**config.mk**
```make
export PLATFORM = sky130hd
export DESIGN_NAME = game_control
export DESIGN_NICKNAME = d
export VERILOG_FILES = /design/src/rtl/game_pkg.sv /design/src/rtl/frame_timer.sv /design/src/rtl/game_control.sv
export SDC_FILE = /design/constraint.sdc
export NUM_CORES = 1
export LEC_CHECK = 0
export ABC_AREA = 1
export CORE_UTILIZATION = 40
export CTS_BUF_LIST = sky130_fd_sc_hd__clkbuf_2 sky130_fd_sc_hd__clkbuf_4 sky130_fd_sc_hd__clkbuf_8
export DETAILED_ROUTE_END_ITERATION = 7
export SYNTH_ARGS = -nofsm -noshare
export SYNTH_HDL_FRONTEND = slang
export SYNTH_HIERARCHICAL = 1
export SYNTH_SLANG_ARGS = --single-unit
```
**constraint.sdc**
```tcl
create_clock -name clk -period 2 [get_ports clk]
set_clock_uncertainty 0.1 [all_clocks]
set_input_delay 0.6 -clock clk [delete_from_list [all_inputs] [get_ports clk]]
set_output_delay 0.6 -clock clk [all_outputs]
set_load 0.01 [all_outputs]
```
**src/rtl/game_pkg.sv**
```systemverilog
// Shared definitions for the flappy-bird controller and its datapath: state codes,
// scoring geometry and the BCD score increment.
package game_pkg;

    typedef enum logic [3:0] {
        S_DRAW_BIRD      = 4'd0,
        S_DRAW_WALL_TOP  = 4'd1,
        S_DRAW_WALL_BOT  = 4'd2,
        S_WAIT           = 4'd3,
        S_ERASE_BIRD     = 4'd4,
        S_ERASE_WALL_TOP = 4'd5,
        S_ERASE_WALL_BOT = 4'd6,
        S_UPDATE         = 4'd7,
        S_CHECK          = 4'd8,
        S_IDLE           = 4'd9,
        S_GAME_OVER      = 4'd10
    } state_t;

    localparam logic [7:0] BIRD_LEFT_X     = 8'd8;
    localparam logic [7:0] SCORE_X_DEFAULT = BIRD_LEFT_X;
    localparam int         BCD_W           = 4;

    function automatic logic is_erase_state(input state_t s);
        return (s == S_ERASE_BIRD) || (s == S_ERASE_WALL_TOP) || (s == S_ERASE_WALL_BOT);
    endfunction

    function automatic logic is_plot_state(input state_t s);
        return (s == S_DRAW_BIRD) || (s == S_DRAW_WALL_TOP) || (s == S_DRAW_WALL_BOT)
            || is_erase_state(s);
    endfunction

    // Two-digit BCD increment; 99 wraps to 00.
    function automatic logic [2*BCD_W-1:0] bcd_inc(input logic [2*BCD_W-1:0] v);
        logic [BCD_W-1:0] ones;
        logic [BCD_W-1:0] tens;
        ones = v[BCD_W-1:0];
        tens = v[2*BCD_W-1:BCD_W];
        if (ones == BCD_W'(9)) begin
            ones = '0;
            tens = (tens == BCD_W'(9)) ? '0 : tens + BCD_W'(1);
        end else begin
            ones = ones + BCD_W'(1);
        end
        return {tens, ones};
    endfunction

endpackage

```
**src/rtl/frame_timer.sv**
```systemverilog
// Frame pacing counter: counts clk cycles while a game is running and pulses tick
// on the last cycle of each frame, wrapping back to zero.
module frame_timer #(
    parameter int FRAME_CYCLES = 833333
) (
    input  logic clk,
    input  logic reset,
    input  logic clear,
    output logic tick
);

    localparam int            CW   = (FRAME_CYCLES > 1) ? $clog2(FRAME_CYCLES) : 1;
    localparam logic [CW-1:0] LAST = CW'(FRAME_CYCLES - 1);

    logic [CW-1:0] frame_count;

    always_ff @(posedge clk) begin
        if (reset || clear) begin
            frame_count <= '0;
        end else if (frame_count == LAST) begin
            frame_count <= '0;
        end else begin
            frame_count <= frame_count + CW'(1);
        end
    end

    assign tick = (frame_count == LAST);

endmodule

```
**src/rtl/game_control.sv**
```systemverilog
// Game sequencing FSM: draw/erase/update loop, flap request capture, BCD score.
//   state            | meaning
//   S_DRAW_BIRD      | plot bird in foreground colour
//   S_DRAW_WALL_TOP  | plot upper wall segment
//   S_DRAW_WALL_BOT  | plot lower wall segment
//   S_WAIT           | idle until the frame timer expires
//   S_ERASE_BIRD     | repaint bird in background colour
//   S_ERASE_WALL_TOP | repaint upper wall in background colour
//   S_ERASE_WALL_BOT | repaint lower wall in background colour
//   S_UPDATE         | one-cycle frame_tick, flap and scoring
//   S_CHECK          | one cycle for datapath to settle, then collision test
//   S_IDLE           | waiting for start
//   S_GAME_OVER      | game frozen until start
module game_control
    import game_pkg::*;
#(
    parameter int          FRAME_CYCLES = 833333,
    parameter logic [7:0]  SCORE_X      = SCORE_X_DEFAULT,
    parameter logic [15:0] DRAW_TIMEOUT = 16'hFFFF
) (
    input  logic       clk,
    input  logic       reset,
    input  logic       start,
    input  logic       flap_req,
    input  logic       finished_draw,
    input  logic       collision,
    input  logic [7:0] wall_x,
    output logic [3:0] cur_state,
    output logic       erase,
    output logic       plot,
    output logic       frame_tick,
    output logic       flap,
    output logic [7:0] score_out,
    output logic       game_over
);

    localparam logic [15:0] TIMER_LOAD = DRAW_TIMEOUT - 16'd1;

    state_t      state;
    state_t      state_n;
    logic [15:0] draw_timer;
    logic [2:0]  flap_sync;
    logic        flap_latch;
    logic        flap_edge;
    logic        draw_done;
    logic        frame_done;
    logic        timer_clear;

    assign cur_state   = state;
    assign flap_edge   = flap_sync[1] & ~flap_sync[2];
    assign timer_clear = (state == S_IDLE) || (state == S_GAME_OVER);

    // The timer is reloaded on every state change, so its load value marks the
    // first cycle in a state, where a stale finished_draw pulse is ignored.
    assign draw_done = (finished_draw && (draw_timer != TIMER_LOAD)) || (draw_timer == 16'd0);

    frame_timer #(
        .FRAME_CYCLES(FRAME_CYCLES)
    ) u_frame_timer (
        .clk  (clk),
        .reset(reset),
        .clear(timer_clear),
        .tick (frame_done)
    );

    always_comb begin
        state_n = state;
        case (state)
            S_IDLE:           if (start)      state_n = S_DRAW_BIRD;
            S_DRAW_BIRD:      if (draw_done)  state_n = S_DRAW_WALL_TOP;
            S_DRAW_WALL_TOP:  if (draw_done)  state_n = S_DRAW_WALL_BOT;
            S_DRAW_WALL_BOT:  if (draw_done)  state_n = S_WAIT;
            S_WAIT:           if (frame_done) state_n = S_ERASE_BIRD;
            S_ERASE_BIRD:     if (draw_done)  state_n = S_ERASE_WALL_TOP;
            S_ERASE_WALL_TOP: if (draw_done)  state_n = S_ERASE_WALL_BOT;
            S_ERASE_WALL_BOT: if (draw_done)  state_n = S_UPDATE;
            S_UPDATE:                         state_n = S_CHECK;
            S_CHECK:          state_n = collision ? S_GAME_OVER : S_DRAW_BIRD;
            S_GAME_OVER:      if (start)      state_n = S_IDLE;
            default:                          state_n = S_IDLE;
        endcase
    end

    always_ff @(posedge clk) begin
        if (reset) begin
            state      <= S_IDLE;
            draw_timer <= TIMER_LOAD;
            flap_sync  <= '0;
            flap_latch <= 1'b0;
            score_out  <= 8'h00;
            erase      <= 1'b0;
            plot       <= 1'b0;
            frame_tick <= 1'b0;
            flap       <= 1'b0;
            game_over  <= 1'b0;
        end else begin
            state     <= state_n;
            flap_sync <= {flap_sync[1:0], flap_req};

            if (state_n != state) begin
                draw_timer <= TIMER_LOAD;
            end else if (draw_timer != 16'd0) begin
                draw_timer <= draw_timer - 16'd1;
            end

            // An edge arriving during S_UPDATE survives the clear and counts next frame.
            if (timer_clear) begin
                flap_latch <= 1'b0;
            end else if (state == S_UPDATE) begin
                flap_latch <= flap_edge;
            end else begin
                flap_latch <= flap_latch | flap_edge;
            end

            if ((state == S_IDLE) && start) begin
                score_out <= 8'h00;
            end else if ((state == S_UPDATE) && (wall_x == SCORE_X)) begin
                score_out <= bcd_inc(score_out);
            end

            erase      <= is_erase_state(state_n);
            plot       <= is_plot_state(state_n);
            frame_tick <= (state_n == S_UPDATE);
            flap       <= (state_n == S_UPDATE) && (flap_latch || flap_edge);
            game_over  <= (state_n == S_GAME_OVER);
        end
    end

endmodule

```
==> reports/metrics.cfg, run 1 <==
[global_routing]
overflow=0
grt_usage_pct=20.2
grt_pass1_wl_mm=13.3
grt_max_degree=21
grt_pass1_vias=3002
grt_antenna_before_repair=0

[die]
initial_core_util_pct=41.1
die_y_um=90.9
io_pins=31
die_w_um=90.9
die_area_mm2=0.00826
rows=32
fp.coreArea_mm2=0.00769

[yosys]
ys.flop_type=dfxtp_1
ys_warn_count=6
synth_seq_area_share_pct=36.1
async_reset_ff_share_pct=0
syn_inst=464
syn_nets=483
netlist_area_mm2=0.00316
post_synth_num_cell_types=29
synth-seq-cells=57
avgSynthCellArea_um2=6.81
synth_edf_count=0

[detailed_routing]
drc=0
viasPerCell=4.87
drt-total-wl_mm=7.82
drt_pass1_iterations=4
drtIter0Drc=144
num_vias=3144
route.detailed.wl_per_inst_um=12.1
antenna_left=0

[timing]
setup_tns_ns=0
finalSetupViolations=0
hold_ws_ns=0.302
fmax_ghz=0.513
slew-limit-headroom_pct=76.2
tightest_slew_ns=0.355
hold_violations=0
period_share_pct=97.4
rsz0062_at_grt=yes
period_needed_ns=1.95
final_max_slew_viol_count=0

[power_and_ir_drop]
p_leak_uw=0.00189
p_total_uw=3560
vdd_drop_max_mv=0.447
p_per_area_mw_per_mm2=844

[setup_path]
crit_type=flop to flop
startpoint_type=flop
cp_max_fo=8
crit_arrival_ns=2.07
critical_path_required_ns=2.13
end_kind=flop

[clock_tree]
clock-root-buffer=clkbuf_8
post_cts_buffers=0
h-tree-depth=3
clock_latency_ns=0.35
numCtsBuffers=9
clock-sinks=57
cts_tree=built
clk_pin_slew_ns=0.07
clockBufferDepth=2

[final_layout]
layout_commonest_cell=nand2_1
final_cell_mix=93 x nand2_1, 80 x nor2_1, 53 x inv_1
area_delta_synth_final_pct=33.4
multi_input_area_mm2=0.00185
antenna_cells=0
seq_area_mm2=0.00115
num-fill-cells=772
layout-drive-gt1-share_pct=19.7
fin_cells=646
final_nets=558

[min_path]
min_path_type=flop to flop

[place]
place_hpwl_mm=5.57
portBuffers=30
place_inst=628
gp_congestion=0.879

[run_status]
status=complete, no violations

[flow_run]
maxCapViolCount=0

==> logic make-up after synthesis <==
group | share of synthesized area [%]
AO/OA/AOI/OAI | 6.46
adder cells (fa/ha/maj) | 1.98
flip-flops | 36.1
AND/OR/NAND/NOR | 40.0
XOR/XNOR | 6.38
buffers and inverters | 9.03
==> cells in the mapped netlist, types with 2 or more instances <==
master	count	area [µm²]
inv_2	4	15.0
clkbuf_1	2	7.51
nor2_2	9	56.3
a21oi_1	17	85.1
nand2_2	7	43.8
xor2_1	17	149
nor2_4	2	22.5
a31oi_1	2	12.5
xnor2_1	6	52.6
nand2_4	3	33.8
nor3b_1	3	22.5
ha_1	5	62.6
nand3_2	2	20.0
o21ai_1	6	30.0
nand4_1	26	163
buf_4	2	15.0
dfxtp_1	57	1140
o21ai_0	9	45.0
nor2_1	82	308
nand2_1	97	364
nor3_1	14	70.1
inv_1	54	203
nand3_1	29	145
buf_6	4	45.0
==> sequential cells by signal (all words and copies together), names as in the netlist <==
name,flops
draw_timer,16
flap_sync,3
flap_latch,1
erase,1
plot,1
cur_state,4
flap,1
frame_tick,1
u_frame_timer/frame_count,20
score_out,8
game_over,1
==> metal layers <==
metal	global-route usage, %	vias to the layer above	wire, µm
met1	26.0	1431	3820
met4	7.54	0	100
met5	0	-	0
li1	-	1647	-
met3	6.31	10	349
met2	31.5	56	3550
==> layout make-up <==
class | count | area share, %
Clock inverter | 5 | 1.84
Clock buffer | 11 | 3.59
Inverter | 58 | 5.29
Tap cell | 102 | 3.03
Multi-Input combinational cell | 343 | 43.9
Timing Repair Buffer | 70 | 14.9
Sequential cell | 57 | 27.4
==> report_power, final <==
part	leakage, µW	total (µW)	switching, µW	internal, µW
combinational	0.00132	1020	629	394
sequential	0.000464	1280	73.7	1210
clock	0.000115	1260	492	765
total	0.00189	3560	1190	2360
==> path summary, 6_finish.rpt <==
path / from / to / slack (ns) / depth (start not counted)
hold / removal: flap_sync[0] / flap_sync[1] / 0.30 / 2
setup / recovery: u_frame_timer/frame_count[7] / draw_timer[2] / 0.05 / 12
setup reg to reg: u_frame_timer/frame_count[7] / draw_timer[2] / 0.05 / 12
hold reg to reg: flap_sync[0] / flap_sync[1] / 0.30 / 2
==> worst max-delay path, cell delays in order, from the launching register on <==
cell and delay, ns:
dfxtp_2 0.32, inv_2 0.07, nand2_2 0.06, nor3_2 0.12, nand4_1 0.16, nor3_2 0.18, inv_1 0.07, nand2_2 0.09
nand2_2 0.07, nor2_4 0.17, nand3_4 0.15, nand2_4 0.16, nand4_1 0.10
==> metrics by stage <==
| step | cell area (µm²) | utilization (%) | worst slack (ns) |
|---|---|---|---|
| finish | 4210 | 54.8 | 0.0521 |
| global route | 4210 | 54.8 | -0.0548 |
| CTS | 4150 | 54.0 | 0.00134 |
| detailed placement | 3830 | 49.9 | -0.265 |
| global placement | 3830 | 49.9 | -0.227 |
| floorplan | 3160 | - | 0.137 |
==> timing repair <==
| action | CTS | global route |
|---|---|---|
| gates cloned | 2 | 0 |
| pin swaps | 7 | 8 |
| endpoints found under the setup margin | 25 | 28 |
| hold buffers | 0 | 0 |
| hold endpoints to repair | 0 | 0 |
| resized for setup | 28 | 19 |
(Power assumes the default switching activity.)
==> run 2, diff against run 1 <==
- SYNTH_HIERARCHICAL: 1 -> unset
==> run 2 against run 1 <==
Net effect: routed wire length decreased by 18%; critical endpoint unchanged; largest cell class unchanged; register-to-register slack about the same; largest power group unchanged; final cell count decreased by 6.7%; global-route usage decreased by 2.5 points.
==> reports/metrics.cfg, run 2 <==
[detailed_routing]
drt_pass1_iterations=5
drtIter0Drc=129
drt-total-wl_mm=6.43
antenna_left=0
num_vias=2800
drc=0
viasPerCell=4.64
route.detailed.wl_per_inst_um=10.7

[yosys]
syn_inst=427
syn_nets=446
synth_area_leaders=dfxtp_1 39%, nand2_1 11%, nor2_1 8.9%
yosysMostFrequentCell=nand2_1
synth-seq-cells=57
synth.top_cell.area_share_pct=38.6
synth_simple_gate_area_share_pct=38.0
synth_top_area_cell=dfxtp_1
synth_top_family_by_area=simple AND/OR/NAND/NOR gates
synth_seq_area_share_pct=38.6
synth_edf_count=0
netlist_area_mm2=0.00295
post_synth_num_cell_types=32
avgSynthCellArea_um2=6.92
synth_compound_area_share_pct=7.33
synth_xor_area_share_pct=4.74
synth_commonest_cells=83 x nand2_1, 70 x nor2_1, 64 x inv_1, 57 x dfxtp_1, 33 x nand3_1
async_reset_ff_share_pct=0
ys_warn_count=0
ys.flop_type=dfxtp_1
synthMuxAreaShare_pct=0
synthAdderAreaFrac_pct=2.12

[clock_tree]
clock_latency_ns=0.33
h-tree-depth=3
clock-sinks=57
clockBufferDepth=2
cts_tree=built
numCtsBuffers=9
hold_buffers=0
clk_pin_slew_ns=0.07
clock-root-buffer=clkbuf_8

[min_path]
min_path_type=flop to flop
worstHoldStart=flap_sync[0]

[setup_path]
startpoint_type=input pin
end_kind=flop
crit_arrival_ns=2.12
crit_type=input pin to flop
cp_max_fo=15
reg2reg_from=u_frame_timer.frame_count[0]
critPathLaunch=start
critical_path_required_ns=2.13

[timing]
final_max_slew_viol_count=0
rsz0062_at_grt=yes
finalSetupViolations=0
period_share_pct=99.6
tightest_slew_ns=0.379
period_needed_ns=1.99
fmax_ghz=0.502
setup_tns_ns=0
hold_violations=0
fin_ws_ns=0.00726
slew-limit-headroom_pct=74.7

[final_layout]
final_cell_mix=80 x nand2_1, 68 x nor2_1, 61 x inv_1
layout-drive-gt1-share_pct=21.1
antenna_cells=0
layout_commonest_cell=nand2_1
area_delta_synth_final_pct=32.2
fin_cells=603
largest_register=u_frame_timer.frame_count
fin_util_pct=56.3
final_nets=521
reg.largest.list=u_frame_timer.frame_count: 20 flops, draw_timer: 16 flops, score_out: 8 flops
largest_reg_flops=20

[place]
portBuffers=30
gp_congestion=0.856
place_inst=586
place_hpwl_mm=4.90
post-place-ws_ns=-0.357

[die]
io_pins=31
die_w_um=87.9
die_y_um=87.9
initial_core_util_pct=42.5
die_area_mm2=0.00773
fp.coreArea_mm2=0.00694
rows=30

[global_routing]
grt_max_degree=16
grt_pass1_wl_mm=10.7
grt_pass1_vias=2525
overflow=0
grt_antenna_before_repair=0
grt_usage_pct=17.7

[run_status]
status=complete, no violations

[power_and_ir_drop]
p_sw_uw=1020
p_leak_uw=0.00178
intPower_uw=2250
switching_share_pct=31.3
p_per_area_mw_per_mm2=837
clockPowerShare_pct=32.4
vdd_drop_max_mv=0.414
p_comb_share_pct=28.9
seqPwrFrac_pct=38.7

[flow_run]
maxCapViolCount=0

run 2: path summary, 6_finish.rpt:
path | to | slack, ns | cells after the start
max | draw_timer[2] | 0.007 | 11
min | flap_sync[1] | 0.30 | 2
max reg2reg | draw_timer[2] | 0.05 | 14
min reg2reg | flap_sync[1] | 0.30 | 2
run 2: layer usage:
| metal | wire, µm | part of all wire (%) | track usage [%] | vias to the layer above |
|---|---|---|---|---|
| met2 | 3000 | 47 | 29.2 | 31 |
| met3 | 178 | 2.8 | 3.77 | 8 |
| met1 | 3160 | 49 | 22.3 | 1255 |
| met5 | 0 | 0 | 0 | - |
| li1 | - | - | - | 1506 |
| met4 | 90 | 1.4 | 7.60 | 0 |
run 2: power groups by stage:
stage                     Clock (µW)  Combinational (µW)  Sequential [µW]
final                           1060                 945             1260
after global routing            1150                1060             1270
after CTS                       1100                 899             1260
after detailed placement           0                 902             1280
after global placement             0                 891             1280
after floorplan                    0                 499             1290
run 2: through the flow:
stage / hold slack, ns / instance area, µm² / total power, µW
detailed placement: 0.295 / 3630 / 2180
global route: 0.335 / 3910 / 3490
global placement: 0.292 / 3630 / 2170
finish: 0.305 / 3910 / 3270
CTS: 0.305 / 3830 / 3250
floorplan: 0.288 / 2950 / 1790
run 2: timing repair:
action / CTS / global route
gates resized for setup: 9 / 24
endpoints found under the setup margin: 10 / 33
setup buffers: 0 / 1
pin swaps: 0 / 2
endpoints found under the hold margin: 0 / 0
run 2: cell type report:
class	count	area, µm²
inverters	67	251
multi-input cells	301	1600
fillers	677	3040
clock buffers	10	138
well taps	96	120
repair buffers	66	594
clock inverters	6	57.6
flip-flops and latches	57	1150
run 2: logic make-up after synthesis:
kind of cell | count (synthesis)
flip-flops | 57
buffers and inverters | 69
adder cells (fa/ha/maj) | 5
XOR/XNOR | 16
AO/OA/AOI/OAI | 35
AND/OR/NAND/NOR | 245
run 2: worst max-delay path: stages:
cell             delay, ns
clkdlybuf4s50_1       0.48
inv_1                 0.07
nand3_1               0.10
nand3_1               0.09
a21oi_2               0.16
nand3_2               0.09
nand2_1               0.09
nand3_2               0.10
nor2_4                0.12
buf_12                0.16
nand2_1               0.05
==> run 3, diff against run 2 <==
- ABC_AREA: 1 -> unset
==> run 3 against run 2 <==
Net effect: core utilization down 0.077 points; sequential power about the same; register-to-register slack about the same; setup slack better by 0.029 ns; routed wire length up 2.4%; total power down 13%; first-iteration DRC count down 0.78%; sequential share of layout area up 0.56 points; via count down 8.1%.
==> reports/metrics.cfg, run 3 <==
[timing]
period_needed_ns=1.96
hold_violations=0
period_share_pct=98.2
tightest_slew_ns=0.346
fmax_ghz=0.509
rsz0062_at_grt=yes
fin_ws_ns=0.0358
finalSetupViolations=0
final_max_slew_viol_count=0
slew-limit-headroom_pct=76.9

[detailed_routing]
num_vias=2574
drtIter0Drc=128
antenna_left=0
drt-total-wl_mm=6.59
drc=0
drt_pass1_iterations=4
viasPerCell=5.15
route.detailed.wl_per_inst_um=13.2

[yosys]
ys_warn_count=0
netlist_area_mm2=0.00286
syn_inst=327
synth_compound_area_share_pct=11.1
avgSynthCellArea_um2=8.75
post_synth_num_cell_types=57
synth_xor_area_share_pct=11.0
async_reset_ff_share_pct=0
synthAdderAreaFrac_pct=2.19
synth_simple_gate_area_share_pct=30.8
synth_seq_area_share_pct=39.9
syn_nets=346
synth_top_family_by_area=simple AND/OR/NAND/NOR gates
synthMuxAreaShare_pct=0.700
synth_edf_count=0
yosysMostFrequentCell=dfxtp_1
synth.top_cell.area_share_pct=39.9
ys.flop_type=dfxtp_1
synth_area_leaders=dfxtp_1 40%, xor2_1 5.8%, nor2_1 5.6%
synth_top_area_cell=dfxtp_1
synth-seq-cells=57
synth_commonest_cells=57 x dfxtp_1, 43 x nor2_1, 25 x nand3_1, 21 x nand2_1, 19 x xor2_1

[clock_tree]
clock-sinks=57
hold_buffers=0
numCtsBuffers=9
clock_latency_ns=0.34
clock-root-buffer=clkbuf_8
clk_pin_slew_ns=0.06
h-tree-depth=3
cts_tree=built
clockBufferDepth=2

[final_layout]
final_nets=419
layout-drive-gt1-share_pct=23.3
seq_area_mm2=0.00116
layout_commonest_cell=dfxtp_1
largest_reg_flops=20
multi_input_area_mm2=0.00169
fin_util_pct=56.2
largest_register=u_frame_timer.frame_count
final_cell_mix=48 x dfxtp_1, 40 x nor2_1, 38 x buf_4
reg.largest.list=u_frame_timer.frame_count: 20 flops, draw_timer: 16 flops, score_out: 8 flops
antenna_cells=0
fin_cells=500
num-fill-cells=622
area_delta_synth_final_pct=34.9

[setup_path]
critical_path_required_ns=2.11
end_kind=flop
crit_arrival_ns=2.07
crit_type=input pin to flop
cp_max_fo=16
startpoint_type=input pin

[place]
place_inst=483
portBuffers=30
post-place-ws_ns=-0.331
gp_congestion=0.839
place_hpwl_mm=4.57

[global_routing]
overflow=0
grt_usage_pct=18.2
grt_pass1_vias=2323
grt_pass1_wl_mm=10.5
grt_antenna_before_repair=0
grt_max_degree=21

[power_and_ir_drop]
p_total_uw=2830
vdd_drop_max_mv=0.462
p_per_area_mw_per_mm2=734
p_leak_uw=0.00156

[die]
io_pins=31
rows=30
die_w_um=86.6
initial_core_util_pct=41.6
fp.coreArea_mm2=0.00687
die_area_mm2=0.00749
die_y_um=86.6

[run_status]
status=complete, no violations

[flow_run]
maxCapViolCount=0

[min_path]
min_path_type=flop to flop

-- run 3: cell count changes in the layout (fill, tap and decap cells not counted), sizes merged, moves of 6 or more --
cell / delta
inv: -53
xor2: +10
xnor2: +10
nor2: -31
buf: +6
nand3: -11
nand2: -74
nor3: -10
nor2b: +8
a21oi: -7
-- run 3: layout make-up --
class                           count  share of cell area [%]
Clock inverter                      4                    1.17
Tap cell                           96                    3.11
Clock buffer                       11                    3.60
Multi-Input combinational cell    246                    43.8
Timing Repair Buffer               72                    17.0
Sequential cell                    57                    30.0
Inverter                           14                    1.36
-- run 3: worst paths after layout --
path | slack, ns | depth (start not counted) | to | startpoint
setup / recovery | 0.04 | 7 | draw_timer[3] | start
hold reg to reg | 0.35 | 1 | flap_sync[1] | flap_sync[0]
setup reg to reg | 0.04 | 6 | draw_timer[11] | draw_timer[4]
hold / removal | 0.35 | 1 | flap_sync[1] | flap_sync[0]
-- run 3: what timing repair did --
action / CTS / global route
pin swaps: 0 / 15
setup buffers: 0 / 1
endpoints found under the setup margin: 11 / 49
gates cloned: 0 / 1
gates resized for setup: 14 / 34
-- run 3: per-layer routing --
| metal | wire [µm] | part of all wire (%) | track usage (%) |
|---|---|---|---|
| met5 | 0 | 0 | 0 |
| met4 | 56 | 0.85 | 5.45 |
| met3 | 268 | 4.1 | 6.95 |
| met2 | 3110 | 47 | 28.7 |
| met1 | 3160 | 48 | 23.0 |
-- run 3: cells by family after synthesis --
family	count (synthesis)
adders and majority gates	5
DFF	57
and+or+nand+nor	160
xor gates and xnor gates	36
buffers and inverters	25
AOI/OAI and AO/OA	42
muxes	2
-- run 3: critical path, cell delays in order --
cell and delay [ns]:
clkdlybuf4s50_1 0.46, nor2b_1 0.23, o31ai_1 0.12, a21oi_1 0.15, a21boi_1 0.20, buf_6 0.19
o2111ai_1 0.11
-- run 3: where the power goes --
part	leakage, µW	total [µW]	switching [µW]	internal [µW]
sequential	0.000465	1230	43.1	1180
combinational	0.00100	584	308	276
clock	0.0000998	1020	433	589
total	0.00156	2830	784	2050
-- run 3: through the flow --
| stage | area, µm² | hold slack [ns] | TNS (ns) |
|---|---|---|---|
| after floorplan | 2860 | 0.314 | 0 |
| after detailed placement | 3530 | 0.343 | -12.52 |
| after global placement | 3530 | 0.333 | -11.99 |
| final | 3860 | 0.355 | 0 |
| after CTS | 3730 | 0.359 | 0 |
| after global routing | 3860 | 0.366 | -0.180 |
